==> src/rtl/mem_sequencer.sv <==
// Multi-cycle sequencer sharing one memory port between fetch and load/store.
// Walks FREQ -> EXEC -> (DREQ -> WB) and watchdogs every memory request.
`ifndef W_CPU
`define W_CPU 32
`endif
`ifndef W_MEM_CMD
`define W_MEM_CMD 2
`endif
`ifndef MEM_NOP
`define MEM_NOP 2'b00
`endif
`ifndef MEM_READ
`define MEM_READ 2'b01
`endif
`ifndef MEM_WRITE
`define MEM_WRITE 2'b10
`endif

module mem_sequencer #(
  parameter int W_ADDR  = 32,
  parameter int TIMEOUT = 255
) (
  input  logic                  clk,
  input  logic                  rst_n,
  input  logic [W_ADDR-1:0]     fetch_addr,
  output logic [`W_CPU-1:0]     inst,
  output logic                  inst_valid,
  input  logic [`W_MEM_CMD-1:0] dcmd,
  input  logic [W_ADDR-1:0]     daddr,
  input  logic [`W_CPU-1:0]     dwdata,
  output logic [`W_CPU-1:0]     drdata,
  output logic                  commit,
  output logic                  err,
  output logic                  mem_req,
  output logic                  mem_we,
  output logic [W_ADDR-1:0]     mem_addr,
  output logic [`W_CPU-1:0]     mem_wdata,
  input  logic [`W_CPU-1:0]     mem_rdata,
  input  logic                  mem_ack
);

  typedef enum logic [2:0] {
    FREQ,
    EXEC,
    DREQ,
    WB,
    ERR
  } state_t;

  localparam logic [7:0] TMO =
    (TIMEOUT > 255) ? 8'hFF : TIMEOUT[7:0];

  state_t                state;
  state_t                state_nx;
  logic [`W_CPU-1:0]     inst_q;
  logic [`W_CPU-1:0]     drdata_q;
  logic [`W_CPU-1:0]     wdata_q;
  logic [W_ADDR-1:0]     addr_q;
  logic [`W_MEM_CMD-1:0] cmd_q;
  logic [7:0]            wait_cnt;
  logic                  req_s;
  logic                  tmo;
  logic                  entry;

  // An ack in the limit cycle wins over the timeout.
  assign tmo = (TIMEOUT != 0) && (wait_cnt == TMO) && !mem_ack;

  // Entering a request state restarts the wait counter.
  assign entry = (state_nx != state) &&
                 ((state_nx == FREQ) || (state_nx == DREQ));

  // Reset must pull the request low without waiting for a clock edge.
  assign mem_req    = rst_n & req_s;
  assign inst       = inst_q;
  assign drdata     = drdata_q;
  assign mem_wdata  = wdata_q;

  // State register.
  always_ff @(posedge clk or negedge rst_n) begin
    if (!rst_n) begin
      state <= FREQ;
    end else begin
      state <= state_nx;
    end
  end

  // Next state and Moore outputs; commit in EXEC also looks at dcmd.
  always_comb begin
    state_nx   = state;
    req_s      = 1'b0;
    mem_we     = 1'b0;
    mem_addr   = addr_q;
    commit     = 1'b0;
    inst_valid = 1'b0;
    err        = 1'b0;
    unique case (state)
      FREQ: begin
        req_s    = 1'b1;
        mem_addr = fetch_addr;
        if (mem_ack) begin
          state_nx = EXEC;
        end else if (tmo) begin
          state_nx = ERR;
        end
      end
      EXEC: begin
        inst_valid = 1'b1;
        unique case (dcmd)
          `MEM_NOP: begin
            commit   = 1'b1;
            state_nx = FREQ;
          end
          `MEM_READ,
          `MEM_WRITE: state_nx = DREQ;
          default:    state_nx = ERR;
        endcase
      end
      DREQ: begin
        req_s  = 1'b1;
        mem_we = (cmd_q == `MEM_WRITE);
        if (mem_ack) begin
          state_nx = WB;
        end else if (tmo) begin
          state_nx = ERR;
        end
      end
      WB: begin
        inst_valid = 1'b1;
        commit     = 1'b1;
        state_nx   = FREQ;
      end
      ERR: begin
        err = 1'b1;
      end
      default: begin
        state_nx = ERR;
      end
    endcase
  end

  // Instruction, load data and captured data-access registers.
  always_ff @(posedge clk or negedge rst_n) begin
    if (!rst_n) begin
      inst_q   <= '0;
      drdata_q <= '0;
      wdata_q  <= '0;
      addr_q   <= '0;
      cmd_q    <= '0;
    end else begin
      if (state == FREQ && mem_ack) begin
        inst_q <= mem_rdata;
      end
      if (state == EXEC &&
          (dcmd == `MEM_READ || dcmd == `MEM_WRITE)) begin
        addr_q  <= daddr;
        wdata_q <= dwdata;
        cmd_q   <= dcmd;
      end
      if (state == DREQ && mem_ack &&
          cmd_q == `MEM_READ) begin
        drdata_q <= mem_rdata;
      end
    end
  end

  // Saturating count of unacked request cycles.
  always_ff @(posedge clk or negedge rst_n) begin
    if (!rst_n) begin
      wait_cnt <= '0;
    end else if (entry) begin
      wait_cnt <= '0;
    end else if (req_s && !mem_ack && wait_cnt != 8'hFF) begin
      wait_cnt <= wait_cnt + 8'd1;
    end
  end

endmodule

==> config.mk <==
export PLATFORM = sky130hd
export DESIGN_NAME = mem_sequencer
export DESIGN_NICKNAME = d
export VERILOG_FILES = /design/src/rtl/mem_sequencer.sv
export SDC_FILE = /design/constraint.sdc
export NUM_CORES = 1
export LEC_CHECK = 0
export ABC_AREA = 1
export CORE_ASPECT_RATIO = 1.75
export CORE_MARGIN = 2
export CORE_UTILIZATION = 38
export DETAILED_ROUTE_END_ITERATION = 12
export PLACE_DENSITY_LB_ADDON = 0.2
export SKIP_LAST_GASP = 1
export SLEW_MARGIN = 5
export SYNTH_ARGS = -nofsm -noshare
export SYNTH_HDL_FRONTEND = slang
export SYNTH_SLANG_ARGS = --single-unit
==> constraint.sdc <==
create_clock -name clk -period 1.5 [get_ports clk]
set_clock_uncertainty 0.05 [all_clocks]
set_input_delay 0.3 -clock clk [delete_from_list [all_inputs] [get_ports clk]]
set_output_delay 0.3 -clock clk [all_outputs]
set_load 0.02 [all_outputs]
==> results.md, run 1 <==
- The area taken by multi-input logic gates is between 2000 and 2500 um^2.
- The post-synthesis instance area is 5910 um^2.
- The total routing resource utilization after global routing is 22.1%.
- The number of max-capacitance violations reported is 0.
- The starting utilization of the core area is between 30% and 40%.
- The detailed-route wire length is just over 20000 um.
- During synthesis, Yosys emitted a total of 0 warnings.
- The number of hold violations in the final report was 0.
- The startpoint of the most critical register-to-register path is state[1]$_DFF_PN0_.
- Detailed placement ended at an HPWL of 12000 um.
- The number of stages on the worst hold path is 3.
- The number of antenna diodes is 0.
- The worst hold path terminates at cmd_q[0]$_DFFE_PN0P_.
- The checks that failed: setup timing.
- The final routed wire length divided by cell count is between 15 and 20 um.
- The net count of the mapped netlist is roughly 830.
- For the worst setup path, the data arrival time is ~1.7 ns.
- The horizontal die dimension is about 98 um.
- The number of design rule violations left after detail routing is 0.
- The critical path contains buffers and inverters numbering 4 combined.
- Summed over all cells, the static leakage comes to 5.63 nW.
- The launching element type of the critical path is a register.
- Once layout is complete, the utilization of the core stands at 69.4%.
- Averaged over all synthesized cells, the footprint is between 8 and 9 um^2.
- The most frequent standard cell in the layout excluding fill and tap cells is sky130_fd_sc_hd__nand2_1.
- The sink count of the clock tree is between 100 and 150.
- Yosys attributes the largest share of cell area to sky130_fd_sc_hd__dfrtp_1 (60%), sky130_fd_sc_hd__nand2_1 (22%), sky130_fd_sc_hd__inv_1 (3.4%).
- The worst setup path is captured at a primary output.
- At the end of routability-driven placement, the weighted congestion stood at about 0.78.
- Power spread over the standard cell area amounts to around 870 nW/um^2.
- The clock tree from TritonCTS is built.
- The die covers roughly 17000 um^2.
- The library cell appearing most often on the critical path is sky130_fd_sc_hd__nand2_2.
- The relative slew slack is 74.6%.
- Pin placement for this block handled 266 I/O pins.
- The count of buffers added on input and output ports is approximately 270.
- In the layout the commonest cells are sky130_fd_sc_hd__nand2_1 (287), sky130_fd_sc_hd__dfrtp_1 (141), sky130_fd_sc_hd__clkdlybuf4s50_1 (129).
- The max-slew violation total from the final report was 0.
- The row count is 60.
- The area growth from synthesis to layout is 79.7%.
- Summing all flip-flop and latch instances after layout gives about 3500 um^2.
- The cell family contributing the most delay on the critical path is buffers and inverters.
- Entering global routing, the biggest net connects 120 pins.
- In this run the register-to-register setup slack is -0.43 ns.
- The count of mapped cells out of synthesis is roughly 700.
- The setup path with the least slack is of type reg -> out.
- In this run the worst path has a maximum fanout of 8.
- Setup repair after global routing could not meet its margin everywhere.
- The DRC marker count from the first detailed-route iteration is 231.
- The fraction of final layout cells sized beyond drive strength 1 is between 20% and 30%.
- The launch point of the worst path is state[1]$_DFF_PN0_.
- The via count of the first global-routing pass is 5819.
- The distinct cell type count after synthesis is 19.
- The final worst-path setup slack is -0.515 ns.
- Counting buffers and inverters, the worst setup path is 8 cells deep.
- The clock reaches the later pin of the worst-skew pair after 0.40 ns.
- From bottom edge to top edge, the die measures 169 um.
- The vias per cell is 4.69.
- The detail route stage leaves a number of antenna-violating nets equal to 0.
- Power comes to around 9.2 mW.
- Of the available clock period, the critical path in the final layout requires 134%.
- The final layout contains 1161 nets.
- The maximum frequency from static timing analysis is 496 MHz.
- The reg-to-reg endpoint is inst[18]$_DFFE_PN0P_.
- The core region is ~15000 um^2.
- The remaining global-route overflow is 0.
- The final critical delay including setup and external delays is 2.01 ns.
- In this design, the stage delay of the slowest critical-path cell is 0.40 ns.
- The sum of negative setup slack is -41.08 ns.
- The slowest stage of the critical path is the sky130_fd_sc_hd__dfrtp_1 cell.
- The clock slew at the register clock pins of the worst setup and hold paths is 0.06 ns.
- The number of cells on the worst reg-to-reg path is 10.
- For this run, the detailed router's first-pass iteration total came to 4.
- The post-layout instance area is 10600 um^2.
- The run finished, with violations left.
- The deepest clock path buffer count is 2.
- The top cell type by area accounts for 59.7% of the synthesized area.
- In this run the cell area measured after placement is 9090 um^2.
- Across the VDD grid, the largest voltage drop is 0.726 mV.
- The largest area contributor in the synthesized netlist is sky130_fd_sc_hd__dfrtp_1.
- The H-tree was split into 4 levels.
- The global-route wire length before repair is 29100 um.
- The tree is rooted in a sky130_fd_sc_hd__clkbuf_16.
- The total CTS buffers is 17.
- Summing the sequential cell areas from Yosys gives about three fifths of the chip area.
- Setup violations remaining at the end of the flow were counted as between 100 and 150.
- In this run, synthesis produced a sequential element count of 141.
- The total number of vias is approximately 5700.
- The worst min-delay path startpoint is dcmd[0].
- The slew at the pin closest to its max-slew limit is 0.381 ns.
- The worst endpoint required time is 1.15 ns.
- The initial antenna violation count was 0.
- The layout has between 1000 and 1500 filler cells.
- The type of the tightest min-delay check is in -> reg.
- Traced cell by cell, the critical path runs through inv_2 -> nand2_4 -> nor2_4 -> buf_12 -> buf_16 -> nand2_2 -> nand2_2 -> buf_6.
-- state kept, by name, indices dropped and copies added (netlist names) --
register and count:
addr_q 32, drdata 32, inst 32, mem_wdata 32, wait_cnt 8, state 3
cmd_q 2
-- worst register-to-register path, delay by kind of cell, from the launching register on --
kind	cells	cell delay [ns]
simple gates	3	0.28
flops	1	0.40
mux	1	0.27
buf+inv	6	0.83
-- cell type report --
class / instances / area share [%]
inverters: 53 / 1.92
clock inverters: 13 / 1.99
clock buffers: 18 / 4.04
repair buffers: 339 / 34.9
flip-flops and latches: 141 / 33.2
well taps: 186 / 2.19
multi-input cells: 473 / 21.8
-- metrics by stage --
step / hold slack (ns) / setup slack (ns) / cells
CTS: 0.286 / -0.502 / 1207
floorplan: -0.0456 / -0.0113 / 698
global route: 0.332 / -0.588 / 1223
finish: 0.304 / -0.515 / 1223
global placement: 0.259 / -0.633 / 1162
detailed placement: 0.261 / -0.629 / 1162
-- power breakdown --
group	switching (mW)	leakage [nW]	internal, mW
clock	1.65	0.311	2.96
combinational	0.298	3.43	0.409
sequential	0.0279	1.88	3.86
total	1.97	5.63	7.23
-- per-layer routing --
metal	up-vias	GRT usage, %	share of wire, %
met5	-	0	0
met4	0	8.52	3.5
met3	35	4.91	5.4
met2	205	41.0	56
met1	2706	24.3	35
li1	2786	-	-
-- cell families (layout without fill, tap and decap cells) --
logic type / Yosys count / in the layout / share of synthesized area (%)
buf+inv: 84 / 423 / 5.75
compound gates: 54 / 54 / 4.65
flops: 141 / 141 / 59.7
fa+ha+maj: 3 / 3 / 0.635
xor+xnor: 5 / 5 / 0.740
mux: 15 / 15 / 2.86
simple gates: 396 / 396 / 25.7
-- how the worst max path moves through the flow --
stage | end | slack (ns)
3_5_place_dp | commit | -0.63
6_report | mem_addr[15] | -0.51
3_3_place_gp | commit | -0.63
2_1_floorplan | drdata[17]$_DFFE_PN0P_ | -0.01
4_1_cts | mem_addr[13] | -0.50
5_1_grt | mem_addr[15] | -0.59
-- cells in the mapped netlist (all sizes together) --
| cell | count |
|---|---|
| a21oi | 18 |
| buf | 17 |
| clkbuf | 14 |
| dfrtp | 141 |
| ha | 3 |
| inv | 53 |
| mux2 | 15 |
| nand2 | 348 |
| nand3 | 9 |
| nand4 | 1 |
| nor2 | 37 |
| nor4 | 1 |
| o21a | 1 |
| o21ai | 34 |
| o21bai | 1 |
| xor2 | 5 |
-- timing repair --
item | CTS | global route
setup buffers | 7 | 4
hold endpoints to repair | 22 | 0
gates cloned | 7 | 14
hold buffers | 1 | 0
resized for setup | 346 | 139
setup endpoints to repair | 221 | 327
pin swaps | 12 | 28
No activity file was read; power rests on OpenSTA's default activity.
==> run 2: changes to the inputs <==
PLACE_DENSITY = 0.77   (was not set)
PLACE_DENSITY_LB_ADDON = not set   (was 0.2)
==> run 2 against run 1 <==
The flow still finishes with violations (setup timing). Flip-flop and latch count did not move. Sequential share of layout area fell by 1.5 points. Critical path depth fell by 1. Core utilization rose by 3.4 points. Cell count rose by 1.9%. Largest power group unchanged. Highest routed layer unchanged. Critical endpoint is now commit.
==> results.md, run 2 (synthesis results as in run 1) <==
- The number of design rule violations left after detail routing is 0 (unchanged).
- The maximum vdd drop is 0.813 mV (+12%).
- The post-route worst hold slack is 0.300 ns (-0.00372 ns).
- The launching element type of the critical path is a register.
- The total routing resource utilization after global routing is 22.8% (+0.66 points).
- The number of nets still failing antenna checks after routing came to 0 (unchanged).
- The share of the clock period used by the worst path is 134% (-0.24 points).
- The maximum net fanout on the critical path was 2 (-6).
- The final worst-path setup slack is -0.511 ns (+0.00365 ns).
- The number of max-capacitance violations reported is 0 (unchanged).
- The type of the tightest min-delay check is in -> reg.
- The setup path with the least slack is of type reg -> out.
- The DRC marker count from the first detailed-route iteration is 264 (+14%).
- The number of antenna diodes is 0 (unchanged).
- The level count of the clock H-tree came to 4 (unchanged).
- The pre-CTS worst setup slack came to -0.625 ns (+0.00449 ns).
- The clock slew at the register clock pins of the worst setup and hold paths was 0.06 ns (about the same).
- The data arrival time of the critical path is 1.66 ns (about the same).
- The power consumption is 8.90 mW (-3.3%).
- The placer congestion estimate is 0.809 (+3.4%).
- TritonCTS built the clock tree.
- The utilization of the core after routing was 72.8% (+3.4 points).
- The vias per cell is 4.84 (+3.4%).
- The horizontal die dimension was 98.3 um (unchanged).
- The sink count of the clock tree is 141 (unchanged).
- The area growth from synthesis to layout is 88.4%.
- The initial antenna violation count is 0 (unchanged).
- The detailed-route wire length is 21800 um (+7.4%).
- The full die area came to 16600 um^2 (unchanged).
- In this run the critical register-to-register path is launched from state[0]$_DFF_PN0_.
- The relative slew slack is 48.7% (-26 points).
- Leaving out fill and tap cells, the most frequent cells in the layout are sky130_fd_sc_hd__nand2_1 (261), sky130_fd_sc_hd__dfrtp_1 (141), sky130_fd_sc_hd__clkdlybuf4s50_1 (129).
- The slew at the pin closest to its max-slew limit is 0.769 ns (+0.388 ns).
- The placeable core area came to 15300 um^2 (unchanged).
- The number of endpoints failing setup at the final stage is 179 (+63%).
- The total power density per cell area is 799 nW/um^2 (-7.7%).
- Setup repair after global routing could not meet its margin everywhere.
- The library cell used most frequently in the layout, excluding fill and tap cells, is sky130_fd_sc_hd__nand2_1.
- The number of buffer cells added on primary ports was 265 (unchanged).
- The number of hold violations in the final report is 0 (unchanged).
- The final routed wire length divided by cell count was 17.5 um (+5.4%).
- The final critical delay including setup and external delays was 2.01 ns (-0.00365 ns).
- The worst min-delay path startpoint is dcmd[1].
- The net count reported at finish is 1183 (+1.9%).
- The leakage power was 5.76 nW (+2.3%).
- The post-detailed-placement half-perimeter wirelength is 12000 um (+0.37%).
- The checks that failed: setup timing.
- CTS placed an instance of sky130_fd_sc_hd__clkbuf_16 at the clock tree root.
- The vertical die dimension is 169 um (unchanged).
- The pin count of the biggest net entering global routing came to 142 (+18%).
- The I/O pin total is 266 (unchanged).
- The fraction of final layout cells sized beyond drive strength 1 came to 31.9% (+8.9 points).
- The starting utilization of the core area is 38.6% (unchanged).
- The total CTS buffers is 17 (unchanged).
- The deepest clock path buffer count is 2 (unchanged).
- The worst endpoint required time is 1.15 ns (about the same).
- The launch point of the worst path is state[2]$_DFF_PN0_.
- The remaining global-route overflow came to 0 (unchanged).
- The critical path endpoint category is a primary output.
- The number of fillers in the final layout is 1039 (-15%).
- The run finished, with violations left.
- The max-slew violation total from the final report came to 0 (unchanged).
- The row count is 60 (unchanged).
- The global-route wire length before repair came to 30000 um (+3.2%).
- The maximum frequency from static timing analysis is 497 MHz (+0.18%).
- The clock network latency to the later pin of the worst-skew pair came to 0.41 ns (about the same).
- The number of search-and-repair iterations in the first detailed-routing pass is 4 (unchanged).
- The total number of vias came to 6036 (+5.3%).
- The via count of the first global-routing pass came to 6019 (+3.4%).
-- run 2: changes by cell type in the layout (fill, tap and decap cells not counted), moves of 15 or more --
cell and change:
sky130_fd_sc_hd__dlygate4sd2_1 -15, sky130_fd_sc_hd__nand2_1 -26, sky130_fd_sc_hd__nand2_2 +28, sky130_fd_sc_hd__nor2_1 -18
sky130_fd_sc_hd__o21ai_0 -15
-- run 2: power by group --
| part | internal (mW) | switching, mW |
|---|---|---|
| combinational | 0.415 | 0.308 |
| sequential | 3.86 | 0.0392 |
| clock | 2.54 | 1.74 |
-- run 2: what timing repair did --
| action | 4_1_cts | 5_1_grt |
|---|---|---|
| setup buffers | 21 | 14 |
| hold buffers | 1 | 0 |
| pin swaps | 13 | 41 |
| gates resized for setup | 420 | 215 |
| setup endpoints to repair | 205 | 218 |
| gates cloned | 10 | 14 |
| hold endpoints to repair | 21 | 0 |
-- run 2: worst max-delay path, cell delays in order (launching register included) --
cell                      delay [ns]
sky130_fd_sc_hd__dfrtp_1        0.40
sky130_fd_sc_hd__buf_4          0.15
sky130_fd_sc_hd__buf_6          0.12
sky130_fd_sc_hd__buf_12         0.12
sky130_fd_sc_hd__nor2_4         0.12
sky130_fd_sc_hd__buf_6          0.10
sky130_fd_sc_hd__o21a_1         0.13
sky130_fd_sc_hd__buf_6          0.12
-- run 2: metal layers --
layer	wire [um]	part of all wire, %	track usage (%)	up-vias
met1	7740	36	24.5	2917
li1	-	-	-	2849
met4	786	3.6	9.23	0
met3	1060	4.8	5.04	45
met5	0	0	0	-
met2	12200	56	42.6	225
-- run 2: metrics by stage --
step	cell area, um^2	instances	setup TNS [ns]
global route	11100	1246	-72.67
CTS	10300	1224	-34.65
detailed placement	9090	1161	-61.06
floorplan	5930	698	-0.186
finish	11100	1246	-61.24
global placement	9090	1161	-57.60
-- run 2: layout make-up --
class	instances	area, um^2	area share [%]
repair buffers	361	3990	35.8
well taps	186	233	2.09
clock buffers	19	443	3.97
inverters	53	211	1.90
multi-input cells	473	2580	23.2
clock inverters	13	155	1.39
flip-flops and latches	141	3530	31.7
-- run 2: worst paths after layout --
check | end | slack [ns] | cells past startpoint
min in group asynchronous | addr_q[2]$_DFFE_PN0P_ | 0.58 | 3
max in group asynchronous | drdata[23]$_DFFE_PN0P_ | 0.23 | 3
hold reg to reg | mem_wdata[19]$_DFFE_PN0P_ | 0.42 | 2
setup / recovery | commit | -0.51 | 7
hold / removal | cmd_q[1]$_DFFE_PN0P_ | 0.30 | 3
setup reg to reg | drdata[29]$_DFFE_PN0P_ | -0.39 | 12
